===== config.mk =====
export PLATFORM = sky130hd
export DESIGN_NAME = pipe_stall_ctrl
export DESIGN_NICKNAME = d
export VERILOG_FILES = /design/src/rtl/pipe_stall_ctrl_pkg.sv /design/src/rtl/sat_counter.sv /design/src/rtl/pipe_stall_ctrl.sv
export SDC_FILE = /design/constraint.sdc
export NUM_CORES = 1
export LEC_CHECK = 0
export ABC_AREA = 1
export BUFFER_PORTS_ARGS = -buffer_cell sky130_fd_sc_hd__buf_4
export CAP_MARGIN = 20
export CORE_UTILIZATION = 30
export DETAILED_ROUTE_END_ITERATION = 6
export PLACE_DENSITY = 0.54
export SLEW_MARGIN = 20
export SYNTH_ARGS = -nofsm -noshare
export SYNTH_HDL_FRONTEND = slang
export SYNTH_HIERARCHICAL = 1
export SYNTH_SLANG_ARGS = --single-unit

===== constraint.sdc =====
create_clock -name clk -period 4.9 [get_ports clk]
set_input_delay 0.735 -clock clk [delete_from_list [all_inputs] [get_ports clk]]
set_output_delay 0.735 -clock clk [all_outputs]
set_load 0.01 [all_outputs]

===== src/rtl/pipe_stall_ctrl_pkg.sv =====
// rtl/pipe_stall_ctrl_pkg.sv - shared slot indices, boundary codes and FSM encodings for pipeline control
package pipe_stall_ctrl_pkg;

    localparam int NUM_SLOTS = 7;

    // Pipeline slot indices, front to back
    localparam int SLOT_PC   = 0;
    localparam int SLOT_IF   = 1;
    localparam int SLOT_ID   = 2;
    localparam int SLOT_EX   = 3;
    localparam int SLOT_MEM1 = 4;
    localparam int SLOT_MEM2 = 5;
    localparam int SLOT_WB   = 6;

    // Boundary bus codes {src_stalled, dst_stalled}; 2'b01 also advances
    localparam logic [1:0] BND_ADV    = 2'b00;
    localparam logic [1:0] BND_BUBBLE = 2'b10;
    localparam logic [1:0] BND_HOLD   = 2'b11;

    // Fixed stall patterns used while sequencing a redirect
    localparam logic [NUM_SLOTS-1:0] STALL_EXC_DETECT = 7'b0111111;
    localparam logic [NUM_SLOTS-1:0] STALL_DRAIN      = 7'b0000011;

    localparam logic [31:0] EXC_VEC_DEFAULT = 32'hBFC00380;

    typedef enum logic [1:0] {
        ST_RUN   = 2'd0,
        ST_FLUSH = 2'd1,
        ST_DRAIN = 2'd2
    } state_t;

endpackage


===== src/rtl/sat_counter.sv =====
// rtl/sat_counter.sv - saturating up-counter, async active-low reset
// Ports: clk, resetn (async, active-low), inc (count enable), count (CNT_W, sticks at all-ones)
module sat_counter #(
    parameter int CNT_W = 32
) (
    input  logic             clk,
    input  logic             resetn,
    input  logic             inc,
    output logic [CNT_W-1:0] count
);

    always_ff @(posedge clk or negedge resetn) begin
        if (!resetn) begin
            count <= '0;
        end else if (inc && (count != {CNT_W{1'b1}})) begin
            count <= count + 1'b1;
        end
    end

endmodule


===== src/rtl/pipe_stall_ctrl.sv =====
// rtl/pipe_stall_ctrl.sv - 7-slot pipeline stall vector, exception/eret redirect sequencing and stall counter
// Ports: clk, resetn (async, active-low); stallreq_{if,id,ex,mem1,mem2} per-slot hold requests;
//        if_busy fetch outstanding; exc_valid/exc_is_eret/cp0_epc committed exception at mem2;
//        stall[6:0] per-slot stall, stall_<a><b> boundary buses {stall[k], stall[k+1]};
//        flush, new_pc, new_pc_valid redirect; if_discard drop returning fetch; stall_cnt stall cycles
module pipe_stall_ctrl
    import pipe_stall_ctrl_pkg::*;
#(
    parameter int                ADDR_W  = 32,
    parameter logic [ADDR_W-1:0] EXC_VEC = ADDR_W'(EXC_VEC_DEFAULT),
    parameter int                CNT_W   = 32
) (
    input  logic              clk,
    input  logic              resetn,
    input  logic              stallreq_if,
    input  logic              stallreq_id,
    input  logic              stallreq_ex,
    input  logic              stallreq_mem1,
    input  logic              stallreq_mem2,
    input  logic              if_busy,
    input  logic              exc_valid,
    input  logic              exc_is_eret,
    input  logic [ADDR_W-1:0] cp0_epc,
    output logic [6:0]        stall,
    output logic [1:0]        stall_pcif,
    output logic [1:0]        stall_ifid,
    output logic [1:0]        stall_idex,
    output logic [1:0]        stall_expt1_mempt1,
    output logic [1:0]        stall_mem1mem2,
    output logic [1:0]        stall_mem2wb,
    output logic              flush,
    output logic [ADDR_W-1:0] new_pc,
    output logic              new_pc_valid,
    output logic              if_discard,
    output logic [CNT_W-1:0]  stall_cnt
);

    state_t     state;
    logic       busy_at_flush;
    logic [6:0] stall_run;

    // A request from slot j holds every slot in front of it: suffix OR from mem2 down to pc.
    always_comb begin
        stall_run            = '0;
        stall_run[SLOT_MEM2] = stallreq_mem2;
        stall_run[SLOT_MEM1] = stallreq_mem1 | stall_run[SLOT_MEM2];
        stall_run[SLOT_EX]   = stallreq_ex   | stall_run[SLOT_MEM1];
        stall_run[SLOT_ID]   = stallreq_id   | stall_run[SLOT_EX];
        stall_run[SLOT_IF]   = stallreq_if   | stall_run[SLOT_ID];
        stall_run[SLOT_PC]   = stall_run[SLOT_IF];
        stall_run[SLOT_WB]   = 1'b0;
    end

    // Exception detection overrides the requests so wb bubbles and the faulting
    // instruction is not duplicated. Outputs are forced low while reset is held.
    always_comb begin
        stall = '0;
        case (state)
            ST_RUN:   stall = exc_valid ? STALL_EXC_DETECT : stall_run;
            ST_FLUSH: stall = '0;
            ST_DRAIN: stall = STALL_DRAIN;
            default:  stall = '0;
        endcase
        if (!resetn) begin
            stall = '0;
        end
    end

    assign stall_pcif         = {stall[SLOT_PC],   stall[SLOT_IF]};
    assign stall_ifid         = {stall[SLOT_IF],   stall[SLOT_ID]};
    assign stall_idex         = {stall[SLOT_ID],   stall[SLOT_EX]};
    assign stall_expt1_mempt1 = {stall[SLOT_EX],   stall[SLOT_MEM1]};
    assign stall_mem1mem2     = {stall[SLOT_MEM1], stall[SLOT_MEM2]};
    assign stall_mem2wb       = {stall[SLOT_MEM2], stall[SLOT_WB]};

    // Redirect sequencer. flush/new_pc_valid/if_discard are registered together with
    // the state so each is exactly the decode of the state being entered.
    always_ff @(posedge clk or negedge resetn) begin
        if (!resetn) begin
            state         <= ST_RUN;
            busy_at_flush <= 1'b0;
            new_pc        <= '0;
            flush         <= 1'b0;
            new_pc_valid  <= 1'b0;
            if_discard    <= 1'b0;
        end else begin
            case (state)
                ST_RUN: begin
                    if (exc_valid) begin
                        state         <= ST_FLUSH;
                        new_pc        <= exc_is_eret ? cp0_epc : EXC_VEC;
                        busy_at_flush <= if_busy;
                        flush         <= 1'b1;
                        new_pc_valid  <= 1'b1;
                    end
                end
                ST_FLUSH: begin
                    flush        <= 1'b0;
                    new_pc_valid <= 1'b0;
                    // A fetch issued before the redirect may still be returning
                    if (busy_at_flush || if_busy) begin
                        state      <= ST_DRAIN;
                        if_discard <= 1'b1;
                    end else begin
                        state <= ST_RUN;
                    end
                end
                ST_DRAIN: begin
                    if (!if_busy) begin
                        state      <= ST_RUN;
                        if_discard <= 1'b0;
                    end
                end
                default: begin
                    state        <= ST_RUN;
                    flush        <= 1'b0;
                    new_pc_valid <= 1'b0;
                    if_discard   <= 1'b0;
                end
            endcase
        end
    end

    sat_counter #(
        .CNT_W(CNT_W)
    ) u_stall_cnt (
        .clk   (clk),
        .resetn(resetn),
        .inc   (|stall),
        .count (stall_cnt)
    );

endmodule


==> flow_metrics.env <==
export IMPL_synthToLayoutAreaGrowth_pct=32.5
export IMPL_die_y_um=116
export IMPL_rrSetupSlack_ns=2.62
export IMPL_grt_pass1_wl_um=16700
export IMPL_comb_power_share_pct=31.7
export IMPL_cts_made_buffers=9
export IMPL_netlist_top_cells_area="dfrtp_1 (45%), nand2_1 (19%), nor2_1 (7.0%)"
export IMPL_crit_type="primary input to register"
export IMPL_yosys_warnings=6
export IMPL_chipWidth_um=116
export IMPL_reg2regPathDepth=10
export IMPL_cts_sinks=69
export IMPL_clockBufferDepth=2
export IMPL_die_area_mm2=0.0134
export IMPL_antenna_found_initial=0
export IMPL_grtUsageTotal_pct=16.2
export IMPL_p_int_mw=1.53
export IMPL_finalHoldViolCount=0
export IMPL_port_buffer_count=125
export IMPL_setup_viol=0
export IMPL_fin_cells=813
export IMPL_start_kind="primary input"
export IMPL_stdcell_area_mm2=0.00513
export IMPL_row_count=41
export IMPL_fmax_mhz=411
export IMPL_insertion_delay_ns=0.33
export IMPL_via_count=3624
export IMPL_synth_top_area_cell="dfrtp_1"
export IMPL_max_slew_margin_pct=53.9
export IMPL_drv_slew=0
export IMPL_clockPowerShare_pct=31.2
export IMPL_tritoncts="built"
export IMPL_ctsHoldBuffers=0
export IMPL_cp_required_ns=5.12
export IMPL_rsz0062_at_grt="false"
export IMPL_power_density_mw_per_mm2=445
export IMPL_post_dp_hpwl_um=7590
export IMPL_wl_um=10200
export IMPL_switching_share_pct=33.0
export IMPL_leakagePower_nw=2.48
export IMPL_finalCritPeriodShare_pct=49.6
export IMPL_path_max_fanout=19
export IMPL_drtIter0Drc=190
export IMPL_fin_crit_ns=2.43
export IMPL_p_switching_mw=0.753
export IMPL_postRouteAntennaNets=0
export IMPL_min_path_type="primary input to async pin"
export IMPL_synth_most_common_cell="nand2_1"
export IMPL_cts_root_buf="clkbuf_16"
export IMPL_drcViolationCount=0
export IMPL_detail_route_wl_per_cell_um=12.5
export IMPL_synthFlopType="dfrtp_1"
export IMPL_cts_resized=0
export IMPL_grt_max_degree=68
export IMPL_critPathLaunch="resetn"
export IMPL_async_flop_share_pct=100
export IMPL_cts_setup_buffers=0
export IMPL_clk_pin_slew_ns=0.06
export IMPL_mappedNetlistArea_mm2=0.00387
export IMPL_setup_tns_ns=0
export IMPL_maxCapViolCount=0
export IMPL_ir_drop_mv=0.297
export IMPL_placed_cell_area_mm2=0.00480
export IMPL_routed_via_density=4.46
export IMPL_regToRegStartpoint="state[0]"
export IMPL_dpl_cell_count=797
export IMPL_end_kind="register"
export IMPL_synthTopCellsByCount="nand2_1 (201), nor2_1 (72), dfrtp_1 (69)"
export IMPL_synth_area_per_cell_um2=7.34
export IMPL_setup_worst_path_end="u_stall_cnt/count[26]"
export IMPL_start_util_pct=30.7
export IMPL_nets=679
export IMPL_synth_edf_count=0
export IMPL_synth_top_area_share_pct=44.6
export IMPL_fp_coreArea_mm2=0.0126
export IMPL_pwr_share_seq_pct=37.1
export IMPL_arrival_ns=2.65
export IMPL_reg2reg_to="u_stall_cnt/count[26]"
export IMPL_io_pins=128
export IMPL_overflow=0
export IMPL_fillers=1317
export IMPL_grt_pass1_vias=3368
export IMPL_synthCells=527
export IMPL_utilization_pct=40.6
export IMPL_ys_types=30
export IMPL_p_total_mw=2.28
export IMPL_status="finished clean"
export IMPL_diodes=0
export IMPL_drive_gt1_share_pct=26.5
export IMPL_dr_pass1_iters=6
export IMPL_skew_ns=0.00571
export IMPL_worst_pin_slew_ns=0.692
export IMPL_ys_seq_area_share_pct=44.6
export IMPL_synth_seq_cells=69
export IMPL_multi_input_comb_area_mm2=0.00177
export IMPL_cts_max_level=3
export IMPL_final_seq_area_mm2=0.00173
export IMPL_gp_congestion=0.894
==> through the flow <==
stage,hold WS [ns],setup WS [ns]
after floorplan,0.439,2.69
after global routing,0.282,2.20
after detailed placement,0.468,2.08
after CTS,0.276,2.43
final,0.270,2.47
after global placement,0.461,2.17
==> power by group through the flow <==
stage                     Clock (mW)  Sequential (mW)  Combinational [mW]
after floorplan                    0            0.901               0.350
after global placement             0            0.843               0.736
after detailed placement           0            0.848               0.739
after CTS                      0.726            0.847               0.738
after global routing           0.753            0.869               0.808
final                          0.710            0.846               0.723
==> sequential cells by signal (all words and copies together), names as in the netlist <==
name	flops
new_pc_valid	1
if_discard	1
busy_at_flush	1
state	2
u_stall_cnt/count	32
new_pc	32
==> worst min-delay path by stage <==
stage,startpoint,end,slack [ns]
after floorplan,resetn,busy_at_flush,0.44
after global placement,busy_at_flush,busy_at_flush,0.46
after detailed placement,busy_at_flush,busy_at_flush,0.47
after CTS,resetn,u_stall_cnt/count[17],0.28
after global routing,resetn,u_stall_cnt/count[17],0.28
final,resetn,u_stall_cnt/count[17],0.27
==> routing by layer <==
metal	part of all wire, %	vias up	track usage (%)
li1	-	1852	-
met1	44	1656	19.9
met2	47	107	26.6
met3	7.1	9	5.54
met4	1.2	0	5.63
met5	0	-	0
==> final cells by class <==
class	instances	share of cell area [%]
clock inverter	7	1.90
inverter	37	2.71
clock buffer	9	4.39
sequential	69	33.7
tap	172	4.20
multi-input combinational	392	34.5
timing repair buffer	127	18.6
==> logic make-up after synthesis <==
kind of cell	count (synthesis)	share of synthesized area, %
other	1	0.0969
flip-flops	69	44.6
AO/OA/AOI/OAI	41	5.85
AND/OR/NAND/NOR	340	37.5
buffers and inverters	67	9.76
XOR/XNOR	8	1.81
adder cells (fa/ha/maj)	1	0.323
==> worst max-delay path, stage by stage <==
cell and delay [ns]:
buf_4 0.24, nand2_1 0.11, nor2_1 0.42, inv_1 0.15, nor2_1 0.30, nand2_1 0.09, nor2_1 0.33, nand3_1 0.12
nand2_1 0.08, nand2_1 0.05
==> cells in the final DEF, fill, tap and decap left out, drive strengths merged <==
cell type,instances
nand2,212
buf,127
nor2,79
dfrtp,69
inv,39
o21ai,36
nand3,27
nand4,10
clkbuf,9
nand3b,8
xnor2,7
a21oi,4
nor3,2
or2,2
conb,2
clkinvlp,2
bufinv,2
clkinv,1
o21bai,1
xor2,1
ha,1
No activity file was read; power rests on OpenSTA's default activity.
